[config.mk]
export PLATFORM = sky130hd
export DESIGN_NAME = hyperbus_wdata_serializer
export DESIGN_NICKNAME = d
export VERILOG_FILES = /design/src/rtl/hyperbus_wdata_serializer_pkg.sv /design/src/rtl/hyperbus_wdata_serializer.sv
export SDC_FILE = /design/constraint.sdc
export NUM_CORES = 1
export LEC_CHECK = 0
export BUFFER_PORTS_ARGS = -buffer_cell sky130_fd_sc_hd__buf_2
export CAP_MARGIN = 30
export CORE_ASPECT_RATIO = 0.9
export CORE_MARGIN = 5
export CORE_UTILIZATION = 57
export DETAILED_ROUTE_END_ITERATION = 8
export PLACE_DENSITY = 0.86
export SYNTH_ARGS = -nofsm -noshare
export SYNTH_HDL_FRONTEND = slang
export SYNTH_SLANG_ARGS = --single-unit
[constraint.sdc]
create_clock -name clk_i -period 4.3 [get_ports clk_i]
set_clock_uncertainty 0.15 [all_clocks]
set_input_delay 0.215 -clock clk_i [delete_from_list [all_inputs] [get_ports clk_i]]
set_output_delay 0.215 -clock clk_i [all_outputs]
set_load 0.02 [all_outputs]
[src/rtl/hyperbus_wdata_serializer_pkg.sv]
`default_nettype none
// ============================================================================
// hyperbus_wdata_serializer_pkg : shared types for the HyperBus write serializer
// Revision: 1.0
// ============================================================================
package hyperbus_wdata_serializer_pkg;

  localparam int unsigned AxiDataWidthDef = 32;
  localparam int unsigned PhyDataWidthDef = 16;
  localparam int unsigned AxiStrbWidthDef = AxiDataWidthDef / 8;
  localparam int unsigned PhyStrbWidthDef = PhyDataWidthDef / 8;

  typedef struct packed {
    logic [AxiDataWidthDef-1:0] data;
    logic [AxiStrbWidthDef-1:0] strb;
    logic                       last;
  } axi_wword_t;

  typedef struct packed {
    logic [PhyDataWidthDef-1:0] data;
    logic [PhyStrbWidthDef-1:0] mask;
    logic                       last;
  } phy_beat_t;

  typedef enum logic [0:0] {
    Idle  = 1'b0,
    Shift = 1'b1
  } state_e;

endpackage
`default_nettype wire

[src/rtl/hyperbus_wdata_serializer.sv]
`default_nettype none
// ============================================================================
// hyperbus_wdata_serializer : splits AXI write words into PHY beats + RWDS mask
// Revision: 1.0
// ============================================================================
module hyperbus_wdata_serializer
  import hyperbus_wdata_serializer_pkg::*;
#(
  // Widths must match the package struct layout (AxiDataWidthDef/PhyDataWidthDef).
  parameter int unsigned AxiDataWidth = AxiDataWidthDef,
  parameter int unsigned PhyDataWidth = PhyDataWidthDef,
  parameter int unsigned CntWidth     = 16
) (
  input  logic                      clk_i,
  input  logic                      rst_i,
  input  logic                      valid_i,
  output logic                      ready_o,
  input  logic [AxiDataWidth-1:0]   data_i,
  input  logic [AxiDataWidth/8-1:0] strb_i,
  input  logic                      last_i,
  output logic                      valid_o,
  input  logic                      ready_i,
  output logic [PhyDataWidth-1:0]   data_o,
  output logic [PhyDataWidth/8-1:0] mask_o,
  output logic                      last_o,
  output logic [CntWidth-1:0]       beat_cnt_o,
  output logic                      busy_o
);

  localparam int unsigned NumBeats = AxiDataWidth / PhyDataWidth;
  localparam int unsigned PhyStrbW = PhyDataWidth / 8;
  localparam int unsigned IdxWidth = (NumBeats > 1) ? $clog2(NumBeats) : 1;
  localparam logic [IdxWidth-1:0] LastIdx = IdxWidth'(NumBeats - 1);

  state_e              state_q;
  axi_wword_t          buf_q;
  logic [IdxWidth-1:0] beat_idx_q;
  logic [CntWidth-1:0] cnt_q;
  logic [CntWidth-1:0] cnt_d;

  phy_beat_t beat;
  logic      final_beat;
  logic      out_hs;

  assign final_beat = (beat_idx_q == LastIdx);
  assign valid_o    = (state_q == Shift);
  assign busy_o     = (state_q == Shift);
  assign out_hs     = valid_o & ready_i;
  // Opening the input on the final-beat handshake gives zero-bubble handover.
  assign ready_o    = (state_q == Idle) | (valid_o & final_beat & ready_i);

  always_comb begin
    beat      = '0;
    beat.data = buf_q.data[int'(beat_idx_q)*PhyDataWidth +: PhyDataWidth];
    beat.mask = ~buf_q.strb[int'(beat_idx_q)*PhyStrbW +: PhyStrbW];
    beat.last = buf_q.last & final_beat;
  end

  assign data_o = beat.data;
  assign mask_o = beat.mask;
  assign last_o = beat.last;

  always_ff @(posedge clk_i) begin
    if (rst_i) begin
      state_q    <= Idle;
      beat_idx_q <= '0;
      buf_q      <= '0;
    end else begin
      case (state_q)
        Idle: begin
          if (valid_i) begin
            buf_q      <= '{data: data_i, strb: strb_i, last: last_i};
            beat_idx_q <= '0;
            state_q    <= Shift;
          end
        end
        Shift: begin
          if (ready_i) begin
            if (!final_beat) begin
              beat_idx_q <= beat_idx_q + IdxWidth'(1);
            end else if (valid_i) begin
              buf_q      <= '{data: data_i, strb: strb_i, last: last_i};
              beat_idx_q <= '0;
            end else begin
              state_q    <= Idle;
            end
          end
        end
        default: state_q <= Idle;
      endcase
    end
  end

  // Counter register holds completed beats; the displayed value adds the beat on the bus.
  always_comb begin
    cnt_d = cnt_q;
    if (out_hs) begin
      if (beat.last) begin
        cnt_d = '0;
      end else if (cnt_q != '1) begin
        cnt_d = cnt_q + CntWidth'(1);
      end
    end
  end

  always_ff @(posedge clk_i) begin
    if (rst_i) begin
      cnt_q <= '0;
    end else begin
      cnt_q <= cnt_d;
    end
  end

  assign beat_cnt_o = (cnt_q == '1) ? cnt_q : cnt_q + CntWidth'(valid_o);

endmodule
`default_nettype wire

==> After elaboration in Yosys (flattened, before gate mapping) <==
Index checks and enable logic that the tools add are counted.
Widths: inputs -> output; s select.
{ "totals": {"reg_bits": 55, "out_inout_bits": 38, "word_cells": 43, "in_bits": 41} }
{ "op_classes": {"bitwise": 7, "n_shift": 2, "n_addsub": 3, "n_eq_ne": 5, "n_reduce_logical": 4, "n_mux": 16} }
{ "op_table": {"columns": ["cell", "count"], "rows": [
  ["$mux 37", 3],
  ["$pmux 37 s2", 1],
  ["$mux 16", 3],
  ["$shiftx 32x6->16", 1],
  ["$add 16x1->16", 1],
  ["$add 16x1->16 const B", 1],
  ["$eq 16x16->1 const B", 1],
  ["$ne 16x16->1 const B", 1],
  ["$mux 1", 7],
  ["$reduce_and 2->1", 3],
  ["$and 1x1->1", 4],
  ["$ne 2x2->1 const B", 2],
  ["$pmux 1 s2", 2],
  ["$shiftx 4x3->2", 1],
  ["$ne 2x1->1 const B", 1],
  ["$not 2->2", 1],
  ["$reduce_bool 2->1", 1],
  ["$add 1x1->1 const B", 1],
  ["$not 1->1", 1],
  ["$or 1x1->1", 1]
]} }

==> Logic depth before layout (Yosys ltp) <==
Gate-level depths: netlist of the first run.
{ "logic_depth": {"ltp_word": 4, "ltp_mapped": 7, "depth_no_buf": 6} }

==> Least setup slack after synthesis of the first run <==
Ideal clock, no wire load.
{ "synth_path": {"path_kind": "flip-flop to output port", "startpoint": "reg state_q (netlist: busy_o)", "endpoint": "out beat_cnt_o[15]", "slack_ns": 2.107, "required_ns": 3.935, "path_stages_with_launch": 6, "arrival_ns": 1.828, "cell_sequence": "dfxtp_1 ha_1 nand3_1 nor3_1 a21oi_1 o21ai_0"} }
{ "synth_via": {"elab_chain_len": 2} }
{ "synth_lines": {"columns": ["element", "line", "text"], "rows": [
  ["start: declaration", "hyperbus_wdata_serializer.sv:35", "state_e state_q;"],
  ["start signal: assignment", "hyperbus_wdata_serializer.sv:65", "state_q <= Idle;"],
  ["start signal: assignment", "hyperbus_wdata_serializer.sv:74", "state_q <= Shift;"],
  ["start signal: assignment", "hyperbus_wdata_serializer.sv:85", "state_q <= Idle;"],
  ["$add 16x1->16", "hyperbus_wdata_serializer.sv:114", "assign beat_cnt_o = (cnt_q == '1) ? cnt_q : cnt_q + CntWidth'(valid_o);"],
  ["$mux 16", "hyperbus_wdata_serializer.sv:114", null],
  ["end: declaration", "hyperbus_wdata_serializer.sv:26", "output logic [CntWidth-1:0] beat_cnt_o,"]
]} }
No other way between the ends.

==> Final worst setup path of the first run <==
{ "layout_path": {"startpoint": "reg cnt_q[8]", "endpoint": "out beat_cnt_o[5]"} }
{ "layout_via": {"elab_chain_len": 2} }
{ "layout_lines": {"columns": ["element", "line", "text"], "rows": [
  ["start: declaration", "hyperbus_wdata_serializer.sv:38", "logic [CntWidth-1:0] cnt_q;"],
  ["start signal: assignment", "hyperbus_wdata_serializer.sv:110", "cnt_q <= cnt_d;"],
  ["$eq 16x16->1", "hyperbus_wdata_serializer.sv:114", null],
  ["$mux 16", "hyperbus_wdata_serializer.sv:114", null]
]} }
No other way between the ends.

==> results of run 1 <==
==> Yosys cell counts, drive strengths merged, types with 4 or more instances <==
cell,n
or4,7
o21ai,10
nand4,11
inv,4
nand2,103
mux2,17
xnor2,10
nor2,8
dfxtp,55
a21oi,47
buf,16
or3,4
clkbuf,15
a31oi,6
nor4,4
nor3,8
nand3,6
==> power breakdown <==
group	switching (mW)	total, mW	internal [mW]	leakage, nW
logic	0.0905	0.164	0.0740	1.01
registers	0.0138	0.546	0.532	0.449
clock network	0.165	0.297	0.132	0.0474
==> registers in the layout, summed over array words and instances (netlist names) <==
name,cells
beat_idx_q,1
buf_q,37
busy_o,1
cnt_q,16
==> area by class of cell <==
type                            count  area, µm²  area share, %
Tap cell                           65       81.3           2.23
Clock inverter                      2       16.3          0.447
Inverter                            4       15.0          0.412
Multi-Input combinational cell    281       1640           45.1
Timing Repair Buffer              108        703           19.3
Clock buffer                        6       82.6           2.27
Sequential cell                    55       1100           30.2
==> cells by family (layout without fill, tap and decap cells) <==
group | after synthesis | count (layout) | share of synthesized area, %
mux | 20 | 20 | 7.59
flops | 55 | 55 | 37.7
xor+xnor | 11 | 11 | 3.30
fa+ha+maj | 3 | 3 | 1.29
buf+inv | 35 | 120 | 6.00
compound gates | 81 | 81 | 16.6
simple gates | 166 | 166 | 27.5
==> per-layer routing <==
| layer | up-vias | GRT usage (%) | share of wire, % |
|---|---|---|---|
| li1 | 1473 | - | - |
| met1 | 1320 | 30.2 | 43 |
| met2 | 121 | 36.5 | 48 |
| met3 | 8 | 5.19 | 7.9 |
| met4 | 0 | 4.59 | 1.1 |
| met5 | - | 0 | 0 |
==> worst max path at each step <==
stage	slack [ns]	start	end	cells past startpoint
floorplan	2.11	busy_o$_SDFF_PP0_	beat_cnt_o[15]	5
global placement	1.63	cnt_q[8]$_SDFFE_PP0P_	beat_cnt_o[5]	5
detailed placement	1.51	cnt_q[8]$_SDFFE_PP0P_	beat_cnt_o[10]	5
CTS	1.20	cnt_q[8]$_SDFFE_PP0P_	beat_cnt_o[10]	5
global route	0.91	cnt_q[8]$_SDFFE_PP0P_	beat_cnt_o[10]	5
finish	1.21	cnt_q[8]$_SDFFE_PP0P_	beat_cnt_o[5]	5
==> through the flow <==
| stage | power, mW | hold WS, ns | cell area, µm² |
|---|---|---|---|
| 3_3_place_gp | 0.693 | 0.288 | 3240 |
| 2_1_floorplan | 0.648 | 0.194 | 2920 |
| 5_1_grt | 1.06 | 0.000545 | 3640 |
| 6_report | 1.01 | 0.00513 | 3640 |
| 4_1_cts | 1.01 | 0.0000807 | 3630 |
| 3_5_place_dp | 0.701 | 0.296 | 3270 |
==> worst max-delay path: cells and delay by family (launching register included) <==
| kind | cells | cell delay (ns) |
|---|---|---|
| and+or+nand+nor | 3 | 1.56 |
| DFF | 1 | 0.50 |
| xor gates and xnor gates | 1 | 0.18 |
| buffers and inverters | 1 | 0.18 |
==> reports/qor.csv, run 1 <==
stage,metric,value,unit
global_routing,grt_pass1_vias,2672,
place,dpl.cell_count,486,
sta,hold_viol,0,
synthesis,synthDistinctLibCells,49,
synthesis,ys.flop_type,dfxtp_1,
sta,setup-violations-final,0,
global_routing,grt_pass1_wl,12400,µm
sta,finalMaxSlewViolations,0,
global_routing,grt_usage,22.4,%
clock_network,clockBufferDepth,2,
place,io_buffer_count,78,
power_and_ir_drop,ir_worst_vdd,0.197,mV
min_path,hold_path_depth,3,
global_routing,antenna_found_initial,0,
final_layout,layout-drive-gt1-share,25.4,%
floorplan,core,4890,µm²
worst_setup_path,endpoint_kind,output pin,
synthesis,synth_nets,415,
worst_setup_path,cp_cell_sequence,nand4_1 -> nor4_4 -> nor3_1 -> xnor2_1 -> buf_2,
clock_network,clk_latency,0.30,ns
worst_setup_path,crit_type,flip-flop to output pin,
floorplan,start_util,59.6,%
clock_network,holdBufCountCts,26,
synthesis,yosys.area.top_type,dfxtp_1,
floorplan,num_rows,24,
routing,ant_nets,0,
synthesis,synth_edf_count,0,
min_path,hold_path.startpoint,data_i[0],
clock_network,cts_buffers,5,
synthesis,yosysSeqAreaShare,37.7,%
worst_setup_path,cp.arrival,2.73,ns
worst_setup_path,reg2reg_from,cnt_q[8]$_SDFFE_PP0P_,
worst_setup_path,worstReg2RegEnd,cnt_q[15]$_SDFFE_PP0P_,
synthesis,syn_avg_cell_area,7.86,µm²
power_and_ir_drop,p_per_area,277,nW/µm²
clock_network,path_clk_slew,0.09,ns
synthesis,ys_warn_count,0,
synthesis,synth-async-reset-ratio,0,%
final_layout,n_fill_cell,374,
place,dp_slack,1.51,ns
routing,drt-initial-drc-count,206,
worst_setup_path,cp_max_fo,19,
clock_network,htree_levels,2,
routing,first_pass_iters,5,
final_layout,num-nets-final,499,
synthesis,ys_ff_latch,55,
worst_setup_path,r2r_cells,4,
worst_setup_path,ff2ff_setup_slack,1.68,ns
routing,avgViaCountPerCell,5.61,
synthesis,syn_area,2920,µm²
global_routing,grt_overflow_total,0,
sta,finalSetupTns,0,ns
synthesis,synthDominantCellAreaShare,37.7,%
floorplan,die_width,85.4,µm
routing,routed_wirelength,7600,µm
final_layout,mostFrequentLayoutCells,"103 x nand2_1, 78 x buf_2, 55 x dfxtp_1, 47 x a21oi_1, 27 x dlygate4sd3_1",
clock_network,cts_sinks,55,
clock_network,post_cts_buffers,0,
floorplan,pin_count,79,
final_layout,syn_to_final_growth,24.8,%
worst_setup_path,cp_slowest_cell,nor4_4,
min_path,min_to,buf_q[5]$_SDFFE_PP0P_,
worst_setup_path,worst_path_largest_cell_delay,0.95,ns
floorplan,die_area,6650,µm²
place,gp_congestion,0.913,
place,dpl.hpwl,5090,µm
final_layout,final_common_cell,nand2_1,
run,drv_cap,0,
global_routing,grt_max_degree,58,
sta,finalCritPeriodShare,71.9,%
min_path,min-delay-path-class,primary input to flip-flop,
routing,vias,2922,
clock_network,cts_tree,done,
sta,rsz0062_at_grt,false,
clock_network,cts_root_buffer,clkbuf_8,
power_and_ir_drop,p_leak,1.51,nW
routing,post-route-drc-count,0,
final_layout,antenna_cells,0,
clock_network,cts-resized-gates,0,
synthesis,syn_inst,371,
final_layout,layoutNonFillerInstCount,521,
worst_setup_path,start_kind,flip-flop,
sta,worstMarginPinSlew,1.04,ns
synthesis,synthTopCellsByArea,"dfxtp_1 38%, nand2_1 13%, a21oi_1 8.1%, mux2_2 6.6%, xnor2_1 3.0%",
routing,wl_per_cell,14.6,µm
floorplan,dieHeight,77.9,µm
worst_setup_path,required,3.93,ns
sta,clock.fmax,0.324,GHz
sta,final.setup.worst_slack,1.21,ns
run_status,status,completed,
final_layout,fin_util,74.4,%
sta,period_minus_slack,3.09,ns
sta,slew_headroom,30.6,%
Note: power is estimated with default switching activity, not from simulation.
==> run 2, diff against run 1 <==
Settings changed: CORE_UTILIZATION 57 to 47, PLACE_DENSITY 0.86 to 0.76.
Clock period 4.3 ns to 2.8 ns, I/O delays scaled along.
==> run 2 against run 1 <==
Compared with the run above:
- design area is 5.3% higher
- clock power increased by 84%
- worst hold slack improved by 0.10 ns
- sequential share of layout area shrank 1.5 points
- critical path type unchanged
- largest cell class unchanged
- highest routed layer unchanged
==> reports/qor.csv, run 2 (same netlist as run 1, synthesis figures left out) <==
stage,metric,value,unit
routing,ant_nets,0,
power_and_ir_drop,seqPwrFrac,50.9,%
clock_network,cts_root_buffer,clkbuf_8,
worst_setup_path,cp.arrival,2.36,ns
floorplan,dieHeight,84.8,µm
floorplan,die_width,93.1,µm
routing,drt-initial-drc-count,219,
worst_setup_path,cp_cell_sequence,ha_1 -> nand3_1 -> nor4_4 -> buf_4 -> nor3_1 -> xnor2_1 -> buf_2,
final_layout,layout-drive-gt1-share,26.6,%
global_routing,grtUsageMet2,34.2,%
power_and_ir_drop,cell_internal_pwr,1.21,mW
sta,finalSetupTns,0,ns
sta,slew_headroom,51.0,%
clock_network,cts_tree,done,
routing,vias,3026,
sta,period_minus_slack,2.65,ns
sta,finalMaxSlewViolations,0,
final_layout,num-nets-final,520,
worst_setup_path,r2r_cells,6,
global_routing,antenna_found_initial,0,
final_layout,layoutNonFillerInstCount,549,
worst_setup_path,cp_max_fo,11,
sta,clock.fmax,0.377,GHz
final_layout,antenna_cells,0,
routing,avgViaCountPerCell,5.51,
final_layout,top_register,buf_q,
final_layout,n_fill_cell,535,
floorplan,pin_count,79,
worst_setup_path,required,2.51,ns
place,dpl.hpwl,5250,µm
global_routing,grt_pass1_vias,2908,
min_path,hold_path.startpoint,ready_i,
min_path,min_to,busy_o$_SDFF_PP0_,
min_path,min-delay-path-class,primary input to flip-flop,
clock_network,cts_buffers,5,
clock_network,htree_levels,2,
power_and_ir_drop,p_leak,1.60,nW
worst_setup_path,worst_path_largest_cell_delay,0.47,ns
run,drv_cap,0,
place,io_buffer_count,78,
worst_setup_path,cp_slowest_cell,dfxtp_1,
power_and_ir_drop,switching_share,26.6,%
floorplan,core,6080,µm²
place,gp_congestion,0.984,
worst_setup_path,ff2ff_setup_slack,0.56,ns
place,dp_slack,0.328,ns
global_routing,grt_max_degree,42,
worst_setup_path,crit_family,simple AND/OR/NAND/NOR gates,
floorplan,die_area,7890,µm²
sta,hold_viol,0,
global_routing,grt_busiest_layer,met2,
routing,wl_per_cell,15.0,µm
sta,finalCritPeriodShare,94.6,%
final_layout,largest_reg_flops,37,
final_layout,reg.largest.list,"buf_q (37), cnt_q (16)",
worst_setup_path,start_kind,flip-flop,
routing,routed_wirelength,8230,µm
clock_network,path_clk_slew,0.10,ns
place,dpl.cell_count,501,
routing,post-route-drc-count,0,
power_and_ir_drop,clock_power_share,33.1,%
clock_network,cts_sinks,55,
clock_network,clk_latency,0.30,ns
place,placed_cell_area,3320,µm²
final_layout,mostFrequentLayoutCells,"103 x nand2_1, 78 x buf_2, 55 x dfxtp_1, 47 x a21oi_1, 38 x dlygate4sd3_1",
floorplan,start_util,48.0,%
final_layout,syn_to_final_growth,31.4,%
power_and_ir_drop,ir_worst_vdd,0.370,mV
routing,first_pass_iters,5,
power_and_ir_drop,power_switching,0.438,mW
run_status,status,completed,
power_and_ir_drop,p_total,1.65,mW
clock_network,clockBufferDepth,2,
sta,final.setup.worst_slack,0.151,ns
sta,worstMarginPinSlew,0.734,ns
floorplan,num_rows,27,
final_layout,final_common_cell,nand2_1,
min_path,hold_path_depth,3,
global_routing,use_met3,4.66,%
sta,setup-violations-final,0,
power_and_ir_drop,power_frac_comb,16.0,%
global_routing,grt_usage,20.5,%
global_routing,use_met1,26.3,%
worst_setup_path,reg2reg_from,cnt_q[0]$_SDFFE_PP0P_,
final_layout,final_area,3830,µm²
power_and_ir_drop,p_per_area,429,nW/µm²
worst_setup_path,endpoint_kind,output pin,
worst_setup_path,crit_type,flip-flop to output pin,
worst_setup_path,critPathBufInv,2,
global_routing,grt_pass1_wl,13500,µm
worst_setup_path,worstReg2RegEnd,cnt_q[7]$_SDFFE_PP0P_,
global_routing,grt_overflow_total,0,
-- run 2: final cells by class --
class | instances | area, µm² | share of cell area [%]
well taps | 72 | 90.1 | 2.35
clock inverters | 3 | 46.3 | 1.21
inverters | 4 | 15.0 | 0.392
multi-input cells | 281 | 1650 | 42.9
flip-flops and latches | 55 | 1100 | 28.7
repair buffers | 129 | 868 | 22.6
clock buffers | 5 | 68.8 | 1.79
-- run 2: power groups by stage --
stage / Sequential [mW] / Clock (mW) / Combinational, mW
final: 0.837 / 0.545 / 0.264
after global routing: 0.842 / 0.593 / 0.289
after CTS: 0.837 / 0.558 / 0.260
after detailed placement: 0.855 / 0 / 0.219
after global placement: 0.852 / 0 / 0.218
after floorplan: 0.851 / 0 / 0.144
-- run 2: how the worst max path moves through the flow --
stage / start / end / depth (start not counted)
global route: cnt_q[1]$_SDFFE_PP0P_ / beat_cnt_o[5] / 7
CTS: cnt_q[8]$_SDFFE_PP0P_ / beat_cnt_o[5] / 7
finish: cnt_q[0]$_SDFFE_PP0P_ / beat_cnt_o[5] / 7
detailed placement: cnt_q[0]$_SDFFE_PP0P_ / beat_cnt_o[9] / 6
floorplan: busy_o$_SDFF_PP0_ / beat_cnt_o[15] / 5
global placement: cnt_q[1]$_SDFFE_PP0P_ / beat_cnt_o[9] / 6
-- run 2: through the flow --
| stage | util [%] | hold slack, ns |
|---|---|---|
| 2_1_floorplan | - | 0.119 |
| 3_3_place_gp | 54.6 | 0.232 |
| 3_5_place_dp | 54.6 | 0.240 |
| 4_1_cts | 62.8 | 0.0809 |
| 5_1_grt | 63.1 | 0.104 |
| 6_report | 63.1 | 0.108 |
-- run 2: what timing repair did --
action,4_1_cts,5_1_grt
cloned,0,0
pin swaps,0,1
hold buffers,38,0
resized for setup,1,0
hold endpoints to repair,38,0
setup endpoints to repair,3,2
setup buffers,0,2
-- run 2: routing by layer --
layer	vias up	wire (µm)
li1	1509	-
met1	1375	3540
met2	121	3970
met3	21	553
met4	0	161
met5	-	0
-- run 2: tightest hold or removal path: stages --
cell and delay, ns:
buf_2 0.13, a21bo_2 0.18, a21oi_1 0.07
==> run 3, diff against run 2 <==
Settings changed: CORE_UTILIZATION 47 to 52, GPL_ROUTABILITY_DRIVEN set to 0, PLACE_DENSITY 0.76 to 0.79.
Clock period 2.8 ns to 3 ns, I/O delays scaled along.
==> run 3 against run 2 <==
Compared with the run above:
- cell count is 1.6% lower
- global-route usage is 2.3 points higher
- via count is 0.66% lower
- first-iteration DRC count is 1.8% higher
- design area is 1.1% lower
- total power is 11% lower
- critical path depth is 1 lower
- sequential power is 6.7% lower
- critical endpoint is now beat_cnt_o[11]
==> reports/qor.csv, run 3 (same netlist as run 1, synthesis figures left out) <==
stage,metric,value,unit
run_status,status,completed,
worst_setup_path,cp_cell_sequence,ha_1 -> nand3_1 -> nor3_1 -> nand3b_1 -> xnor2_1 -> buf_2,
worst_setup_path,crit_cells,6,
worst_setup_path,worst_path_largest_cell_delay,0.62,ns
sta,clock.fmax,0.377,GHz
power_and_ir_drop,p_per_area,384,nW/µm²
clock_network,cts_sinks,55,
floorplan,core,5350,µm²
clock_network,cts_buffers,5,
floorplan,die_area,7210,µm²
floorplan,num_rows,25,
place,dpl.cell_count,493,
final_layout,antenna_cells,0,
sta,finalCritPeriodShare,88.5,%
global_routing,grt_pass1_vias,2873,
floorplan,start_util,54.5,%
power_and_ir_drop,ir_worst_vdd,0.351,mV
worst_setup_path,r2r_cells,5,
clock_network,post_cts_buffers,0,
routing,avgViaCountPerCell,5.57,
final_layout,largest_reg_flops,37,
sta,worstMarginPinSlew,0.687,ns
clock_network,htree_levels,2,
worst_setup_path,critPathBufInv,1,
final_layout,n_fill_cell,443,
routing,routed_wirelength,8080,µm
final_layout,reg.largest.list,"buf_q (37), cnt_q (16)",
min_path,hold_path_depth,3,
clock_network,clk_latency,0.30,ns
sta,rsz0062_at_grt,false,
sta,period_minus_slack,2.66,ns
floorplan,dieHeight,81.1,µm
worst_setup_path,cp_max_fo,8,
sta,final.setup.worst_slack,0.345,ns
routing,post-route-drc-count,0,
worst_setup_path,endpoint_kind,output pin,
sta,hold_viol,0,
sta,finalSetupTns,0,ns
worst_setup_path,start_kind,flip-flop,
sta,setup-violations-final,0,
routing,ant_nets,0,
power_and_ir_drop,p_leak,1.58,nW
min_path,min-delay-path-class,primary input to flip-flop,
final_layout,num-nets-final,516,
routing,vias,3006,
sta,slew_headroom,53.8,%
global_routing,grt_usage,22.8,%
worst_setup_path,required,2.70,ns
worst_setup_path,cp.arrival,2.36,ns
clock_network,cts_root_buffer,clkbuf_8,
global_routing,grt_pass1_wl,13200,µm
clock_network,clockBufferDepth,2,
clock_network,path_clk_slew,0.10,ns
final_layout,layoutNonFillerInstCount,540,
place,dpl.hpwl,5120,µm
worst_setup_path,cp_slowest_cell,nor3_1,
floorplan,pin_count,79,
place,io_buffer_count,78,
final_layout,mostFrequentLayoutCells,"103 x nand2_1, 78 x buf_2, 55 x dfxtp_1, 47 x a21oi_1, 38 x dlygate4sd3_1",
final_layout,final_common_cell,nand2_1,
worst_setup_path,crit_family,simple AND/OR/NAND/NOR gates,
global_routing,grt_max_degree,58,
routing,wl_per_cell,15.0,µm
clock_network,cts_tree,done,
final_layout,layout-drive-gt1-share,25.8,%
final_layout,syn_to_final_growth,29.9,%
sta,finalMaxSlewViolations,0,
global_routing,antenna_found_initial,0,
routing,drt-initial-drc-count,223,
routing,first_pass_iters,5,
run,drv_cap,0,
global_routing,grt_overflow_total,0,
floorplan,die_width,89.0,µm
place,dp_slack,0.498,ns
worst_setup_path,crit_type,flip-flop to output pin,
final_layout,top_register,buf_q,
run 3: cell count changes in the layout (fill, tap and decap cells not counted):
| cell | previous run | this run |
|---|---|---|
| buf_12 | 0 | 1 |
| buf_4 | 13 | 8 |
| clkbuf_1 | 0 | 1 |
| clkbuf_8 | 5 | 6 |
| clkinv_4 | 0 | 1 |
| bufinv_16 | 1 | 0 |
| inv_6 | 1 | 0 |
| clkinvlp_4 | 1 | 0 |
run 3: worst paths after layout:
| kind | endpoint | slack (ns) | start |
|---|---|---|---|
| worst max-delay path | beat_cnt_o[11] | 0.34 | cnt_q[0]$_SDFFE_PP0P_ |
| worst min register to register | buf_q[20]$_SDFFE_PP0P_ | 0.31 | buf_q[20]$_SDFFE_PP0P_ |
| worst max register to register | cnt_q[7]$_SDFFE_PP0P_ | 0.76 | cnt_q[8]$_SDFFE_PP0P_ |
| worst min-delay path | cnt_q[1]$_SDFFE_PP0P_ | 0.06 | rst_i |
run 3: per-stage QoR:
step	util (%)	hold WS (ns)	cell area (µm²)	total power [mW]
finish	70.9	0.0594	3790	1.46
global route	70.9	0.0562	3790	1.53
CTS	70.4	0.0843	3770	1.46
detailed placement	61.5	0.247	3290	1.00
global placement	61.5	0.241	3290	0.997
floorplan	-	0.129	2920	0.928
run 3: cell type report:
| cell class | instances | area [µm²] | area share, % |
|---|---|---|---|
| sequential | 55 | 1100 | 29.0 |
| multi-input combinational | 281 | 1650 | 43.4 |
| clock buffer | 7 | 86.3 | 2.28 |
| timing repair buffer | 125 | 851 | 22.4 |
| tap | 67 | 83.8 | 2.21 |
| clock inverter | 1 | 8.76 | 0.231 |
| inverter | 4 | 15.0 | 0.396 |
run 3: layer usage:
layer	part of all wire [%]	up-vias	GRT usage, %
met2	49	114	39.2
met4	1.1	0	5.51
met5	0	-	0
met1	43	1376	29.0
met3	7.3	11	5.07
li1	-	1505	-
run 3: timing repair:
action / 4_1_cts / 5_1_grt
hold endpoints to repair: 38 / 0
gates resized for setup: 0 / 1
hold buffers: 38 / 0
endpoints found under the setup margin: 0 / 3
run 3: report_power, final:
group / switching [mW] / internal, mW
clock network: 0.238 / 0.190
registers: 0.0192 / 0.762
logic: 0.134 / 0.114
run 3: worst min-delay path: cells and delay by family:
family,cells,cell delay [ns]
buf+inv,1,0.13
simple gates,1,0.12
mux,1,0.07
